$ cat config.mk
export PLATFORM = sky130hd
export DESIGN_NAME = branch_predict_resolve_flat
export DESIGN_NICKNAME = d
export VERILOG_FILES = /design/src/rtl/branch_predict_resolve_if.sv /design/src/rtl/branch_predict_resolve.sv /design/src/flat_wrapper.sv
export SDC_FILE = /design/constraint.sdc
export NUM_CORES = 1
export LEC_CHECK = 0
export BUFFER_PORTS_ARGS = -buffer_cell sky130_fd_sc_hd__buf_2
export CAP_MARGIN = 20
export CORE_MARGIN = 2
export CORE_UTILIZATION = 57
export DETAILED_ROUTE_END_ITERATION = 6
export PLACE_DENSITY = 0.94
export SLEW_MARGIN = 20
export SYNTH_ARGS = -nofsm -noshare
export SYNTH_HDL_FRONTEND = slang
export SYNTH_SLANG_ARGS = --single-unit
$ cat constraint.sdc
create_clock -name clk_in -period 6.7 [get_ports clk_in]
set_input_delay 0.67 -clock clk_in [delete_from_list [all_inputs] [get_ports clk_in]]
set_output_delay 0.67 -clock clk_in [all_outputs]
set_load 0.01 [all_outputs]
$ cat src/rtl/branch_predict_resolve_if.sv
// ============================================================================
// branch_predict_resolve_if : predict/resolve bus for branch_predict_resolve
// Revision 1.0 : initial release
// ============================================================================
`default_nettype none

interface branch_predict_resolve_if #(
    parameter int XLEN = 32
);
    logic            pred_valid_in;
    logic [XLEN-1:0] pred_pc_in;
    logic            pred_valid_out;
    logic            pred_taken_out;

    logic            res_valid_in;
    logic            res_ready_out;
    logic [4:0]      opcode_6_to_2_in;
    logic [2:0]      funct3_in;
    logic [XLEN-1:0] rs1_in;
    logic [XLEN-1:0] rs2_in;
    logic [XLEN-1:0] res_pc_in;
    logic            res_pred_taken_in;
    logic            flush_in;
    logic            res_valid_out;
    logic            branch_taken_out;
    logic            mispredict_out;
    logic [15:0]     mispredict_count_out;

    modport slave (
        input  pred_valid_in, pred_pc_in,
        output pred_valid_out, pred_taken_out,
        input  res_valid_in, opcode_6_to_2_in, funct3_in, rs1_in, rs2_in,
        input  res_pc_in, res_pred_taken_in, flush_in,
        output res_ready_out, res_valid_out, branch_taken_out, mispredict_out,
        output mispredict_count_out
    );

    modport master (
        output pred_valid_in, pred_pc_in,
        input  pred_valid_out, pred_taken_out,
        output res_valid_in, opcode_6_to_2_in, funct3_in, rs1_in, rs2_in,
        output res_pc_in, res_pred_taken_in, flush_in,
        input  res_ready_out, res_valid_out, branch_taken_out, mispredict_out,
        input  mispredict_count_out
    );
endinterface

`default_nettype wire

$ cat src/rtl/branch_predict_resolve.sv
// ============================================================================
// branch_predict_resolve : 2-bit BHT predictor with branch compare/resolve unit
// Revision 1.0 : initial release
// ============================================================================
`default_nettype none

module branch_predict_resolve #(
    parameter int         XLEN       = 32,
    parameter int         BHT_DEPTH  = 64,
    parameter logic [1:0] INIT_STATE = 2'b01
) (
    input  wire logic                clk_in,
    input  wire logic                rst_n_in,
    branch_predict_resolve_if.slave  bus
);
    localparam int         IDX_W        = $clog2(BHT_DEPTH);
    localparam logic [4:0] C_OPC_BRANCH = 5'b11000;

    typedef enum logic [0:0] {
        ST_INIT = 1'b0,
        ST_RUN  = 1'b1
    } state_t;

    state_t           r_state;
    state_t           w_state_nxt;
    logic [IDX_W-1:0] r_sweep;
    logic [IDX_W-1:0] w_sweep_nxt;
    logic             w_ready;

    logic [1:0]       r_bht [BHT_DEPTH];

    logic             r_pred_valid;
    logic             r_pred_taken;
    logic             r_res_valid;
    logic             r_branch_taken;
    logic             r_mispredict;
    logic [15:0]      r_mis_count;

    logic [IDX_W-1:0] w_pred_idx;
    logic [IDX_W-1:0] w_upd_idx;
    logic [1:0]       w_cur_ctr;
    logic [1:0]       w_new_ctr;
    logic             w_is_branch;
    logic             w_eq;
    logic             w_lt;
    logic             w_ltu;
    logic             w_cond;
    logic             w_taken;
    logic             w_mispredict;
    logic             w_fire;
    logic             w_unused_pc;

    always_ff @(posedge clk_in or negedge rst_n_in) begin
        if (!rst_n_in) begin
            r_state <= ST_INIT;
            r_sweep <= '0;
        end else begin
            r_state <= w_state_nxt;
            r_sweep <= w_sweep_nxt;
        end
    end

    always_comb begin
        w_state_nxt = r_state;
        w_sweep_nxt = r_sweep;
        w_ready     = 1'b0;
        case (r_state)
            ST_INIT: begin
                w_sweep_nxt = r_sweep + 1'b1;
                if (r_sweep == IDX_W'(BHT_DEPTH - 1)) begin
                    w_state_nxt = ST_RUN;
                end
            end
            ST_RUN: begin
                w_ready = 1'b1;
            end
            default: begin
                w_state_nxt = ST_INIT;
            end
        endcase
    end

    assign w_pred_idx  = bus.pred_pc_in[IDX_W+1:2];
    assign w_upd_idx   = bus.res_pc_in[IDX_W+1:2];
    assign w_unused_pc = ^{bus.pred_pc_in[XLEN-1:IDX_W+2], bus.pred_pc_in[1:0],
                           bus.res_pc_in[XLEN-1:IDX_W+2], bus.res_pc_in[1:0]};

    assign w_is_branch = (bus.opcode_6_to_2_in == C_OPC_BRANCH) &&
                         (bus.funct3_in != 3'b010) && (bus.funct3_in != 3'b011);
    assign w_eq  = (bus.rs1_in == bus.rs2_in);
    assign w_lt  = ($signed(bus.rs1_in) < $signed(bus.rs2_in));
    assign w_ltu = (bus.rs1_in < bus.rs2_in);

    always_comb begin
        w_cond = 1'b0;
        case (bus.funct3_in)
            3'b000:  w_cond = w_eq;
            3'b001:  w_cond = !w_eq;
            3'b100:  w_cond = w_lt;
            3'b101:  w_cond = !w_lt;
            3'b110:  w_cond = w_ltu;
            3'b111:  w_cond = !w_ltu;
            default: w_cond = 1'b0;
        endcase
    end

    // Non-branches resolve as not-taken, so a taken prediction on them is a mispredict.
    assign w_taken      = w_is_branch & w_cond;
    assign w_mispredict = w_taken ^ bus.res_pred_taken_in;
    assign w_fire       = bus.res_valid_in & w_ready & ~bus.flush_in;

    assign w_cur_ctr = r_bht[w_upd_idx];
    always_comb begin
        w_new_ctr = w_cur_ctr;
        if (w_taken) begin
            if (w_cur_ctr != 2'b11) w_new_ctr = w_cur_ctr + 2'b01;
        end else begin
            if (w_cur_ctr != 2'b00) w_new_ctr = w_cur_ctr - 2'b01;
        end
    end

    // Table has no reset; the INIT sweep is its only initialisation.
    always_ff @(posedge clk_in) begin
        if (r_state == ST_INIT) begin
            r_bht[r_sweep] <= INIT_STATE;
        end else if (w_fire && w_is_branch) begin
            r_bht[w_upd_idx] <= w_new_ctr;
        end
    end

    always_ff @(posedge clk_in or negedge rst_n_in) begin
        if (!rst_n_in) begin
            r_pred_valid   <= 1'b0;
            r_pred_taken   <= 1'b0;
            r_res_valid    <= 1'b0;
            r_branch_taken <= 1'b0;
            r_mispredict   <= 1'b0;
            r_mis_count    <= 16'h0000;
        end else begin
            r_pred_valid <= bus.pred_valid_in & ~bus.flush_in;
            r_pred_taken <= (r_state == ST_RUN) ? r_bht[w_pred_idx][1] : 1'b0;
            r_res_valid  <= w_fire;
            if (w_fire) begin
                r_branch_taken <= w_taken;
                r_mispredict   <= w_mispredict;
                if (w_mispredict && (r_mis_count != 16'hFFFF)) begin
                    r_mis_count <= r_mis_count + 16'h0001;
                end
            end
        end
    end

    assign bus.res_ready_out        = w_ready;
    assign bus.pred_valid_out       = r_pred_valid;
    assign bus.pred_taken_out       = r_pred_taken;
    assign bus.res_valid_out        = r_res_valid;
    assign bus.branch_taken_out     = r_branch_taken;
    assign bus.mispredict_out       = r_mispredict;
    assign bus.mispredict_count_out = r_mis_count;

endmodule

`default_nettype wire
$ cat src/flat_wrapper.sv
// flat-port wrapper written by rule: the top's interface ports become plain ports
module branch_predict_resolve_flat 
#(
    parameter int         XLEN       = 32,
    parameter int         BHT_DEPTH  = 64,
    parameter logic [1:0] INIT_STATE = 2'b01
)
  (clk_in, rst_n_in, bus_pred_valid_in, bus_pred_pc_in, bus_pred_valid_out, bus_pred_taken_out, bus_res_valid_in, bus_opcode_6_to_2_in, bus_funct3_in, bus_rs1_in, bus_rs2_in, bus_res_pc_in, bus_res_pred_taken_in, bus_flush_in, bus_res_ready_out, bus_res_valid_out, bus_branch_taken_out, bus_mispredict_out, bus_mispredict_count_out);
  branch_predict_resolve_if #(.XLEN(XLEN)) bus_i ();
  input  wire logic clk_in;
  input  wire logic rst_n_in;
  input wire logic [$bits(bus_i.pred_valid_in)-1:0] bus_pred_valid_in;
  input wire logic [$bits(bus_i.pred_pc_in)-1:0] bus_pred_pc_in;
  output wire logic [$bits(bus_i.pred_valid_out)-1:0] bus_pred_valid_out;
  output wire logic [$bits(bus_i.pred_taken_out)-1:0] bus_pred_taken_out;
  input wire logic [$bits(bus_i.res_valid_in)-1:0] bus_res_valid_in;
  input wire logic [$bits(bus_i.opcode_6_to_2_in)-1:0] bus_opcode_6_to_2_in;
  input wire logic [$bits(bus_i.funct3_in)-1:0] bus_funct3_in;
  input wire logic [$bits(bus_i.rs1_in)-1:0] bus_rs1_in;
  input wire logic [$bits(bus_i.rs2_in)-1:0] bus_rs2_in;
  input wire logic [$bits(bus_i.res_pc_in)-1:0] bus_res_pc_in;
  input wire logic [$bits(bus_i.res_pred_taken_in)-1:0] bus_res_pred_taken_in;
  input wire logic [$bits(bus_i.flush_in)-1:0] bus_flush_in;
  output wire logic [$bits(bus_i.res_ready_out)-1:0] bus_res_ready_out;
  output wire logic [$bits(bus_i.res_valid_out)-1:0] bus_res_valid_out;
  output wire logic [$bits(bus_i.branch_taken_out)-1:0] bus_branch_taken_out;
  output wire logic [$bits(bus_i.mispredict_out)-1:0] bus_mispredict_out;
  output wire logic [$bits(bus_i.mispredict_count_out)-1:0] bus_mispredict_count_out;
  assign bus_i.pred_valid_in = bus_pred_valid_in;
  assign bus_i.pred_pc_in = bus_pred_pc_in;
  assign bus_pred_valid_out = bus_i.pred_valid_out;
  assign bus_pred_taken_out = bus_i.pred_taken_out;
  assign bus_i.res_valid_in = bus_res_valid_in;
  assign bus_i.opcode_6_to_2_in = bus_opcode_6_to_2_in;
  assign bus_i.funct3_in = bus_funct3_in;
  assign bus_i.rs1_in = bus_rs1_in;
  assign bus_i.rs2_in = bus_rs2_in;
  assign bus_i.res_pc_in = bus_res_pc_in;
  assign bus_i.res_pred_taken_in = bus_res_pred_taken_in;
  assign bus_i.flush_in = bus_flush_in;
  assign bus_res_ready_out = bus_i.res_ready_out;
  assign bus_res_valid_out = bus_i.res_valid_out;
  assign bus_branch_taken_out = bus_i.branch_taken_out;
  assign bus_mispredict_out = bus_i.mispredict_out;
  assign bus_mispredict_count_out = bus_i.mispredict_count_out;
  branch_predict_resolve #(.XLEN(XLEN), .BHT_DEPTH(BHT_DEPTH), .INIT_STATE(INIT_STATE)) u_core (.clk_in(clk_in), .rst_n_in(rst_n_in), .bus(bus_i));
endmodule
==> impl_metrics.json <==
{
  "status": "completed",
  "drv_cap": 0,
  "io_buffers": 111,
  "mostFrequentLayoutCells": "edfxtp_1, buf_2, nor2_1, mux4_2, nand2_1",
  "drive_gt1_frac": 0.304,
  "die_area_um2": 15600,
  "overflow": 0,
  "place_congestion": 0.851,
  "drt-initial-drc-count": 674,
  "p_leak_uw": 0.00338,
  "wl_per_cell_um": 21.2,
  "ys_seq_area_frac": 0.546,
  "hpwl_mm": 13.1,
  "syn_inst": 609,
  "fin_crit_ps": 4160,
  "hold_class": "input port to async pin",
  "pin_count": 164,
  "finalSetupViolations": 0,
  "synth-edff-count": 128,
  "antenna_found_initial": 1,
  "hold_viol": 0,
  "hold_buffers": 0,
  "vias": 5633,
  "root_buffer": "clkbuf_16",
  "worst_pin_slew_ps": 959,
  "grt_pass1_vias": 5734,
  "area_growth_pct": 16.1,
  "viasPerCell": 6.18,
  "fmax_mhz": 240,
  "synth_warnings": 0,
  "ys_types": 54,
  "num_rows": 44,
  "start_kind": "input port",
  "dr.pass1.iters": 5,
  "skew_ps": 11.4,
  "ys_ff_latch": 156,
  "cp_data_arrival_time_ps": 4400,
  "rsz0062_at_grt": "no",
  "cp.required_ps": 6940,
  "final_net_count": 890,
  "antenna_cells": 0,
  "cts_buffers": 17,
  "grt_max_degree": 45,
  "cts_max_level": 4,
  "fillers": 986,
  "final_common_cell": "edfxtp_1",
  "clock_latency_ps": 430,
  "ir_drop_v": 0.000255,
  "slew_headroom": 0.359,
  "ant_nets": 0,
  "synthArstFlopShare": 0.179,
  "critPathMaxFanout": 40,
  "cts_tree": "built",
  "grt_usage": 0.257,
  "synth_fp_nets": 785,
  "clk_pin_slew_ps": 60,
  "power_density_nw_per_um2": 224,
  "post_cts_buffers": 0,
  "netlist_area_um2": 8330,
  "die_h_um": 125,
  "initial_core_util": 0.577,
  "drv_slew": 0,
  "final.setup.tns_ps": 0,
  "fp.dieW_um": 125,
  "crit_type": "input port to flop",
  "post_cts_resized": 0,
  "end_kind": "flop",
  "synth.avg_cell_area_um2": 13.7,
  "core_area_um2": 14400,
  "clock_sinks": 156,
  "route.detailed.drc": 0,
  "grt_pass1_wl_mm": 30.4,
  "holdWs_ps": 255,
  "routed_wl_mm": 19.3,
  "cts_buffer_depth": 2,
  "finalCritPeriodShare": 0.621,
  "synth-main-ff-cell": "edfxtp_1"
}
## logic make-up (layout without fill, tap and decap cells)
family	count (synthesis)	in the layout	share of synthesized area
mux	84	84	0.195
flops	156	156	0.546
fa+ha+maj	34	34	0.0511
xor+xnor	23	23	0.0242
buf+inv	66	184	0.0323
compound gates	45	45	0.0346
simple gates	201	201	0.117
## worst max-delay path: stages
cell,delay (ps)
buf_2,450
buf_4,440
mux4_2,560
mux4_2,500
mux2i_1,140
nand2_1,60
o21ai_1,100
nand2b_1,150
o21ai_1,110
a21oi_4,780
buf_4,410
## registers in the layout, indices dropped and copies added (netlist names)
name,flops
u_core.bus.mispredict_out,1
u_core.bus.pred_valid_out,1
u_core.r_sweep,6
u_core.bus.branch_taken_out,1
u_core.bus.mispredict_count_out,16
u_core.bus.pred_taken_out,1
u_core.bus.res_valid_out,1
u_core.r_state,1
u_core.r_bht,128
## synth_stat cells, drive strengths merged, types with 6 or more instances
cell type / instances / area share
xnor2: 7 / 0.0074
mux4: 62 / 0.17
inv: 36 / 0.016
ha: 34 / 0.051
dfrtp: 28 / 0.084
nor2: 77 / 0.035
xor2: 16 / 0.017
and3: 9 / 0.0068
nand2: 42 / 0.019
nand3: 19 / 0.011
clkbuf: 20 / 0.0092
and2: 6 / 0.0045
mux2i: 18 / 0.022
o21ai: 8 / 0.0048
nand4: 15 / 0.011
edfxtp: 128 / 0.46
buf: 10 / 0.0069
nand3b: 6 / 0.0054
a21oi: 15 / 0.0090
## power by group
group          internal (uW)  switching (uW)  total, uW  leakage, uW
Clock                    594             410       1000     0.000295
Combinational           57.2            65.8        123      0.00181
Sequential              1040          0.0521       1040      0.00127
Total                   1690             476       2160      0.00338
## path summary, 6_finish.rpt
kind	from	to	slack, ps	depth (start not counted)
setup / recovery	bus_res_pc_in[2]	u_core.r_bht[38][0]	2540	11
hold / removal	rst_n_in	u_core.bus.mispredict_count_out[15]	250	1
setup reg to reg	u_core.r_bht[12][0]	u_core.r_bht[38][0]	3160	8
hold reg to reg	u_core.bus.mispredict_out	u_core.bus.mispredict_out	480	2
max in group asynchronous	rst_n_in	u_core.r_sweep[1]	6040	1
min in group clk_in	bus_flush_in	u_core.bus.pred_valid_out	400	2
## layer usage
metal | wire length (um) | part of all wire | GRT usage | vias to the layer above
met5 | 14 | 0.00073 | 0 | -
met4 | 421 | 0.022 | 0.0804 | 2
met3 | 2040 | 0.11 | 0.0765 | 39
met2 | 9630 | 0.50 | 0.423 | 351
met1 | 7210 | 0.37 | 0.332 | 2708
li1 | - | - | - | 2533
## area by class of cell
| class | instances | area [um2] | area share |
|---|---|---|---|
| Tap cell | 184 | 230 | 0.0238 |
| Sequential cell | 156 | 4540 | 0.470 |
| Multi-Input combinational cell | 387 | 3550 | 0.368 |
| Timing Repair Buffer | 116 | 593 | 0.0613 |
| Clock buffer | 17 | 425 | 0.0440 |
| Inverter | 36 | 135 | 0.0140 |
| Clock inverter | 15 | 186 | 0.0193 |
## metrics by stage
step	worst slack, ps	total power [uW]	instances	utilization	area, um2
6_report	2540	2160	911	0.670	9670
5_1_grt	2160	2230	911	0.670	9670
4_1_cts	2480	2170	911	0.670	9670
3_5_place_dp	2080	1180	879	0.628	9050
3_3_place_gp	2200	1180	879	0.628	9050
2_1_floorplan	1650	1130	609	-	8330
(Power assumes the default switching activity.)
